`src/rtl/game_countdown_timer.sv`:
```
// Game-round countdown timer: four BCD digits (MM:SS) decremented on each rising
// edge of the one-second tick, with start/pause/restart/bonus-time control.
module game_countdown_timer #(
    parameter int unsigned START_MIN = 2,
    parameter int unsigned START_SEC = 0,
    parameter int unsigned WARN_SEC  = 10,
    parameter int unsigned BONUS_SEC = 10
) (
    input  logic       clk,
    input  logic       resetN,
    input  logic       tick,
    input  logic       start,
    input  logic       pause,
    input  logic       restart,
    input  logic       add_time,
    output logic [3:0] min_tens,
    output logic [3:0] min_ones,
    output logic [3:0] sec_tens,
    output logic [3:0] sec_ones,
    output logic       running,
    output logic       warning,
    output logic       expired,
    output logic       time_up
);

    localparam logic [1:0] IDLE   = 2'd0;
    localparam logic [1:0] RUN    = 2'd1;
    localparam logic [1:0] PAUSED = 2'd2;
    localparam logic [1:0] DONE   = 2'd3;

    localparam logic [15:0] START_DIGITS = {4'(START_MIN / 10), 4'(START_MIN % 10),
                                            4'(START_SEC / 10), 4'(START_SEC % 10)};
    localparam logic [3:0]  BONUS_TENS   = 4'(BONUS_SEC / 10);

    logic [1:0]  state, state_nx;
    logic [15:0] digits, digits_nx, work;
    logic        tick_prev, tick_edge;
    logic        expired_nx;
    logic [12:0] total_sec;

    // Digits packed as {min_tens, min_ones, sec_tens, sec_ones}; never called at 00:00.
    function automatic logic [15:0] bcd_dec(input logic [15:0] d);
        logic [3:0] a, b, c, e;
        {a, b, c, e} = d;
        if (e != 4'd0) begin
            e = e - 4'd1;
        end else begin
            e = 4'd9;
            if (c != 4'd0) begin
                c = c - 4'd1;
            end else begin
                c = 4'd5;
                if (b != 4'd0) begin
                    b = b - 4'd1;
                end else begin
                    b = 4'd9;
                    a = a - 4'd1;
                end
            end
        end
        return {a, b, c, e};
    endfunction

    // Bonus is whole tens of seconds, so at most one carry reaches the minutes.
    function automatic logic [15:0] bcd_add(input logic [15:0] d);
        logic [3:0] a, b, c, e, s;
        {a, b, c, e} = d;
        s = c + BONUS_TENS;
        if (s >= 4'd6) begin
            c = s - 4'd6;
            if (b == 4'd9) begin
                b = 4'd0;
                if (a == 4'd9) begin
                    return 16'h9959;
                end
                a = a + 4'd1;
            end else begin
                b = b + 4'd1;
            end
        end else begin
            c = s;
        end
        return {a, b, c, e};
    endfunction

    assign tick_edge = tick & ~tick_prev;

    always_comb begin
        state_nx   = state;
        digits_nx  = digits;
        expired_nx = 1'b0;
        work       = digits;
        if (restart) begin
            state_nx  = IDLE;
            digits_nx = START_DIGITS;
        end else begin
            case (state)
                IDLE: begin
                    if (start) begin
                        if (digits == '0) begin
                            state_nx   = DONE;
                            expired_nx = 1'b1;
                        end else begin
                            state_nx = RUN;
                        end
                    end
                end
                RUN: begin
                    // Bonus applied before the tick so a same-cycle pair nets +BONUS-1.
                    if (add_time) begin
                        work = bcd_add(work);
                    end
                    if (tick_edge && work != '0) begin
                        work = bcd_dec(work);
                    end
                    digits_nx = work;
                    if (tick_edge && work == '0) begin
                        state_nx   = DONE;
                        expired_nx = 1'b1;
                    end else if (pause) begin
                        state_nx = PAUSED;
                    end
                end
                PAUSED: begin
                    if (add_time) begin
                        digits_nx = bcd_add(digits);
                    end
                    if (pause) begin
                        state_nx = RUN;
                    end
                end
                DONE: begin
                    state_nx = DONE;
                end
                default: begin
                    state_nx = IDLE;
                end
            endcase
        end
    end

    always_ff @(posedge clk or negedge resetN) begin
        if (!resetN) begin
            state     <= IDLE;
            digits    <= START_DIGITS;
            tick_prev <= 1'b0;
            expired   <= 1'b0;
        end else begin
            state     <= state_nx;
            digits    <= digits_nx;
            tick_prev <= tick;
            expired   <= expired_nx;
        end
    end

    assign {min_tens, min_ones, sec_tens, sec_ones} = digits;

    assign total_sec = 13'(min_tens) * 13'd600 + 13'(min_ones) * 13'd60
                     + 13'(sec_tens) * 13'd10 + 13'(sec_ones);

    assign running = (state == RUN);
    assign time_up = (state == DONE);
    assign warning = ((state == RUN) || (state == PAUSED)) && (WARN_SEC != 0)
                     && (32'(total_sec) <= WARN_SEC);

endmodule

```
`config.mk`:
```
export PLATFORM = sky130hd
export DESIGN_NAME = game_countdown_timer
export DESIGN_NICKNAME = d
export VERILOG_FILES = /design/src/rtl/game_countdown_timer.sv
export SDC_FILE = /design/constraint.sdc
export NUM_CORES = 1
export LEC_CHECK = 0
export CORE_ASPECT_RATIO = 1.25
export CORE_UTILIZATION = 51
export CTS_CLUSTER_SIZE = 30
export DETAILED_ROUTE_END_ITERATION = 6
export GPL_TIMING_DRIVEN = 0
export PLACE_DENSITY = 0.74
export REMOVE_ABC_BUFFERS = 1
export SLEW_MARGIN = 0
export SYNTH_ARGS = -nofsm -noshare
export SYNTH_HDL_FRONTEND = slang
export SYNTH_SLANG_ARGS = --single-unit
```
`constraint.sdc`:
```
create_clock -name clk -period 14.3 [get_ports clk]
set_clock_uncertainty 0.2 [all_clocks]
set_input_delay 4.29 -clock clk [delete_from_list [all_inputs] [get_ports clk]]
set_output_delay 4.29 -clock clk [all_outputs]
set_load 0.02 [all_outputs]
```
==> run summary, run 1 <==
WP data arrival -> 5.99 ns
clock buffer count from CTS -> 3
setup tns final -> 0 ns
clock sink total -> 20
HP Class -> register to register
Die Height -> 99.30 µm
synth unique cells -> 73
Ant. Diodes -> 0
antenna violations before repair -> 0
GRT Total Usage -> 0.2768
worst-skew pair later-pin latency -> 0.27 ns
synth warn -> 0
EDFF count, synth -> 0
grt ovf -> 0
H-tree depth -> 1
endpoints failing setup -> 0
Max Clk Rate -> 95.41 MHz
vias in the first global route -> 3,524
Hold-fix buffers, CTS -> 0
smallest hold slack -> 0.3880 ns
worst slew pin tran -> 0.9565 ns
vias -> 3,633
Worst Path Required -> 9.81 ns
first-pass GRT wire length -> 17,060 µm
DRT Pass-1 Iters -> 5
ranking of synthesized cells by area -> ha_1 (22%), dfrtp_1 (12%), fa_1 (7.8%)
Static Leak -> 0.001969 µW
CTS resizes -> 0
core area -> 7357 µm²
status -> finished clean
Post-Route WL -> 10,520 µm
synth cell count leaders -> ha_1 (68), inv_1 (37), nand2_1 (35)
# Post-CTS Setup Buffers -> 0
die boundary width -> 79.84 µm
Gate Count Post-Synth -> 463
number of vias per cell -> 6.363
Layout area overhead -> 9.459%
Mapped Area -> 3862 µm²
largest area contributor in the netlist -> ha_1
syn avg cell area -> 8.342 µm²
Starting Density -> 0.5250
Max clock buf depth -> 2
count leader, synth -> ha_1
Residual DRC -> 0
Seq cells post-synth -> 20
TritonCTS clock tree -> done
final core utilization -> 0.5747
# nets final -> 570
ys flop type -> dfrtp_1
Initial DRC Count -> 242
Slew HR -> 0.3604
# rows -> 35
Die ar. -> 7927 µm²
antenna viol nets, final -> 0
MaxCap Viol Count -> 0
crit share post-route -> 0.7330
num ports -> 27
fraction of layout cells with a size suffix above 1 -> 0.05428
post-DP HPWL -> 8283 µm
Hold Vio Cnt, Final -> 0
Critical Path End Type -> output port
post-layout min period -> 10.48 ns
crit path launch type -> register
PortBufs -> 26
pins over their slew limit -> 0
gpl congestion -> 0.9210
Synth top area share -> 0.2203
Wirelength per Cell -> 18.42 µm
pwr dens -> 245.0 nW/µm²
Fillers -> 665
crit path max fanout -> 14
Peak VDD IR -> 0.0002558 V
RSZ-0062 raised after global routing -> false
clk slew on worst S/H paths -> 0.08 ns
crit path kind -> register to output port
largest net degree at the start of global routing -> 21
CTS root buf -> clkbuf_8
ys async rst share -> 1.000
register area share after synthesis -> 0.1299
## layout by cell type (no fill, tap or decap), types with 3 or more instances in the layout
| cell type | count |
|---|---|
| a22o_1 | 5 |
| a21o_1 | 9 |
| ha_1 | 68 |
| o21bai_1 | 5 |
| nand2_1 | 35 |
| o21ai_1 | 4 |
| and3_1 | 3 |
| nand2b_1 | 5 |
| o21a_1 | 5 |
| dfrtp_1 | 19 |
| o21ai_0 | 26 |
| fa_1 | 15 |
| mux2_2 | 3 |
| o31ai_1 | 8 |
| a31oi_1 | 11 |
| a21oi_1 | 34 |
| nand4_1 | 9 |
| nor2b_1 | 7 |
| and2_1 | 6 |
| nor2_1 | 24 |
| clkdlybuf4s50_1 | 26 |
| o311ai_0 | 3 |
| xnor2_1 | 15 |
| nand3_1 | 12 |
| inv_1 | 37 |
| a2111oi_0 | 3 |
| clkbuf_8 | 4 |
| xor2_1 | 8 |
| mux2i_1 | 7 |
| nor3_1 | 12 |
## routing by layer
metal / routed length (µm) / GRT usage / vias up
met2: 5379 / 0.4865 / 142
li1: - / - / 1727
met4: 405 / 0.1291 / 0
met5: 0 / 0 / -
met3: 413 / 0.01468 / 27
met1: 4318 / 0.3424 / 1737
## logic make-up after synthesis
family / after synthesis / synth area share
flip-flops: 20 / 0.1299
XOR/XNOR: 25 / 0.06350
AO/OA/AOI/OAI: 143 / 0.2494
adder cells (fa/ha/maj): 83 / 0.2980
AND/OR/NAND/NOR: 129 / 0.1746
multiplexers: 11 / 0.03077
buffers and inverters: 52 / 0.05377
## registers in the layout, summed over array words and instances, names as in the netlist
| name | flops |
|---|---|
| digits | 16 |
| state | 2 |
| tick_prev | 1 |
| expired | 1 |
## where the power goes
group	switching, µW	internal (µW)	total [µW]
registers	54.0	73.6	128
clock network	22.0	24.6	46.6
logic	498	364	862
total	574	462	1040
## final cells by class
type                       instances  area, µm²  area share
clock buffer                       4      55.05     0.01302
tap                               92      115.1     0.02723
sequential                        20      501.7      0.1187
multi-input combinational        391       3153      0.7458
timing repair buffer              26      260.3     0.06156
inverter                          38      142.6     0.03374
## critical path, cell delays in order (launching register included)
cell and delay (ns):
dfrtp_1 0.62, fa_1 0.65, inv_1 0.05, fa_1 0.48, inv_1 0.07, fa_1 0.53
fa_1 0.43, ha_1 0.31, ha_1 0.33, a21o_1 0.19, a21oi_1 0.22, o21bai_1 0.09
a21oi_1 0.23, o21bai_1 0.10, a21oi_1 0.18, nor2b_1 0.14, o21ai_0 0.09, o22a_1 0.19
nor4_1 0.17, clkdlybuf4s50_1 0.65
## worst paths after layout
kind | cells after the start | slack (ns) | end | startpoint
max | 19 | 3.82 | warning | digits[8]
min | 2 | 0.39 | state[0] | state[0]
max reg2reg | 14 | 9.09 | state[0] | digits[4]
min reg2reg | 2 | 0.39 | state[0] | state[0]
max in group asynchronous | 1 | 8.98 | digits[15] | resetN
min in group asynchronous | 1 | 4.35 | digits[7] | resetN
## stage by stage
| stage | instance area (µm²) | worst slack (ns) | power, µW | instances |
|---|---|---|---|---|
| detailed placement | 4173 | 4.136 | 987.3 | 567 |
| floorplan | 3797 | 4.622 | 764.7 | 449 |
| finish | 4228 | 3.819 | 1036 | 571 |
| global route | 4228 | 3.544 | 1163 | 571 |
| CTS | 4228 | 3.810 | 1037 | 571 |
| global placement | 4173 | 4.229 | 959.7 | 567 |
(Power assumes the default switching activity.)
==> run 2, diff against run 1 <==
==> constraint.sdc (replaced) <==
create_clock -name clk -period 10.7 [get_ports clk]
set_clock_uncertainty 0.2 [all_clocks]
set_input_delay 3.21 -clock clk [delete_from_list [all_inputs] [get_ports clk]]
set_output_delay 3.21 -clock clk [all_outputs]
set_load 0.02 [all_outputs]
==> results of run 2 <==
The final DEF is identical to that of run 1. Status: finished clean.
Among the figures that moved: setup slack after placement 4.136 ns -> 1.616 ns; setup slack after layout 3.819 ns -> 1.299 ns; register-to-register setup slack 9.09 ns -> 5.49 ns; total power 1036 µW -> 1384 µW; worst IR drop on VDD 0.0002558 V -> 0.0003419 V
==> run 3, diff against run 2 <==
--- a/config.mk
+++ b/config.mk
@@ -5,7 +5,8 @@
 export SDC_FILE = /design/constraint.sdc
 export NUM_CORES = 1
 export LEC_CHECK = 0
-export CORE_ASPECT_RATIO = 1.25
+export ABC_CLOCK_PERIOD_IN_PS = 10700
+export CORE_ASPECT_RATIO = 0.75
 export CORE_UTILIZATION = 51
 export CTS_CLUSTER_SIZE = 30
 export DETAILED_ROUTE_END_ITERATION = 6
==> run summary, run 3 (same netlist as run 1, synthesis figures left out) <==
status -> complete, but fails checks
failing checks -> DRC
Starting Density -> 0.5269 (+0.001882)
Ant. Diodes -> 0 (unchanged)
# Post-CTS Setup Buffers -> 0 (unchanged)
R2R Path Start -> digits[4]
WP data arrival -> 5.91 ns (-0.08 ns)
global route hottest layer -> met1
R2R depth -> 14 (unchanged)
grt met1 use -> 0.4250 (+0.08260)
Fillers -> 667 (+0.30%)
max reg flops -> 16 (unchanged)
M2 GR Usage -> 0.3840 (-0.1025)
post-DP HPWL -> 8049 µm (-2.8%)
antenna viol nets, final -> 0 (unchanged)
crit path max fanout -> 14 (unchanged)
endpoints failing setup -> 0 (unchanged)
Residual DRC -> 2 (+2)
Slew HR -> 0.3460 (-0.01434)
worst slew pin tran -> 0.9779 ns (+0.02145 ns)
share of power burned in registers -> 0.120 (-0.003)
Initial DRC Count -> 204 (-16%)
Power Internal -> 621.9 µW
setup ws final -> 1.377 ns
Wirelength per Cell -> 17.33 µm (-5.9%)
Die Height -> 77.37 µm (-22%)
Static Leak -> 0.001969 µW (unchanged)
first-pass GRT wire length -> 16,880 µm (-1.0%)
core area -> 7331 µm² (-0.36%)
pwr dens -> 326.0 nW/µm²
crit path kind -> register to output port
logic gate share of total power -> 0.837 (+0.005)
gpl congestion -> 0.9335 (+1.4%)
largest net degree at the start of global routing -> 21 (unchanged)
Register-to-Register Setup Slack -> 5.50 ns
Hold Vio Cnt, Final -> 0 (unchanged)
Layout area overhead -> 9.751%
Hold-fix buffers, CTS -> 0 (unchanged)
DRT Pass-1 Iters -> 6 (+1)
Hold Startpoint -> state[0]
number of vias per cell -> 6.145 (-3.4%)
clock sink total -> 20 (unchanged)
r2r endpoint -> state[0]
Post-Route WL -> 10,050 µm (-4.4%)
Peak VDD IR -> 0.0001802 V
clock share of power -> 0.043 (-0.002)
clk slew on worst S/H paths -> 0.08 ns (about the same)
# nets final -> 570 (unchanged)
Top Registers -> digits (16), state (2)
MaxCap Viol Count -> 0 (unchanged)
die boundary width -> 102.5 µm (+28%)
pre-CTS setup slack -> 1.660 ns
met3 GRT Util -> 0.04595 (+0.03127)
Most flops, register -> digits
sw power -> 760.2 µW
commonest non-fill, non-tap cells in the layout -> ha_1 (68), inv_1 (37), nand2_1 (35), a21oi_1 (34)
Max Clk Rate -> 107.3 MHz
# rows -> 27 (-23%)
GRT Total Usage -> 0.2713 (-0.005498)
PortBufs -> 26 (unchanged)
RSZ-0062 raised after global routing -> false
num ports -> 27 (unchanged)
switch share -> 0.5500
most common cell after layout, fill and taps aside -> ha_1
CTS resizes -> 0 (unchanged)
vias in the first global route -> 3,406 (-3.3%)
pins over their slew limit -> 0 (unchanged)
setup tns final -> 0 ns (unchanged)
antenna violations before repair -> 1 (+1)
clock buffer count from CTS -> 3 (unchanged)
TritonCTS clock tree -> done
H-tree depth -> 1 (unchanged)
CTS root buf -> clkbuf_8
post-layout min period -> 9.323 ns
worst hold stages -> 2 (unchanged)
Die ar. -> 7929 µm² (about the same)
vias -> 3,564 (-1.9%)
worst-skew pair later-pin latency -> 0.26 ns (about the same)
Critical Path End Type -> output port
crit share post-route -> 0.8713
fraction of layout cells with a size suffix above 1 -> 0.05428 (unchanged)
Hold Path Sink -> state[0]
Max clock buf depth -> 2 (unchanged)
crit path launch type -> register
grt ovf -> 0 (unchanged)
Worst Path Required -> 7.29 ns
HP Class -> register to register
[run 3: metrics by stage]
| stage | instance area, µm² | power, µW | utilization | std cells | hold WS, ns |
|---|---|---|---|---|---|
| global placement | 4184 | 1288 | 0.5707 | 576 | 0.3556 |
| global route | 4239 | 1544 | 0.5783 | 580 | 0.4358 |
| floorplan | 3797 | 1022 | - | 449 | 0.3236 |
| finish | 4239 | 1382 | 0.5783 | 580 | 0.3793 |
| CTS | 4239 | 1380 | 0.5783 | 580 | 0.3849 |
| detailed placement | 4184 | 1298 | 0.5707 | 576 | 0.3579 |
[run 3: worst max-delay path by stage]
stage	start	end	slack (ns)	depth (start not counted)
after floorplan	digits[8]	warning	2.10	18
after detailed placement	digits[8]	warning	1.66	19
after global routing	digits[8]	warning	0.88	21
final	digits[8]	warning	1.38	19
after CTS	digits[8]	warning	1.37	19
after global placement	digits[8]	warning	1.78	19
[run 3: power groups by stage]
stage	combinational, µW	sequential (µW)	clock [µW]
6_report	1160	166	59.5
5_1_grt	1310	172	63.3
4_1_cts	1150	166	60.5
3_5_place_dp	1130	168	0
3_3_place_gp	1120	165	0
2_1_floorplan	852	169	0
[run 3: critical path, stage by stage, from the launching register on]
cell             delay (ns)
dfrtp_1                0.60
fa_1                   0.65
inv_1                  0.06
fa_1                   0.48
inv_1                  0.06
fa_1                   0.50
fa_1                   0.42
ha_1                   0.31
ha_1                   0.34
a21o_1                 0.19
a21oi_1                0.20
o21bai_1               0.09
a21oi_1                0.23
o21bai_1               0.10
a21oi_1                0.19
nor2b_1                0.14
o21ai_0                0.09
o22a_1                 0.18
nor4_1                 0.16
clkdlybuf4s50_1        0.64
[run 3: metal layers]
| metal | vias up | share of wire |
|---|---|---|
| met3 | 20 | 0.074 |
| met1 | 1680 | 0.50 |
| met4 | 2 | 0.020 |
| met2 | 138 | 0.40 |
| li1 | 1724 | - |
| met5 | - | 0.00080 |
[run 3: cell type report]
type	instances	area, µm²	area share
clock buffers	4	55.05	0.01299
inverters	38	142.6	0.03365
multi-input cells	391	3153	0.7438
flip-flops and latches	20	501.7	0.1184
well taps	101	126.4	0.02981
repair buffers	26	260.3	0.06139
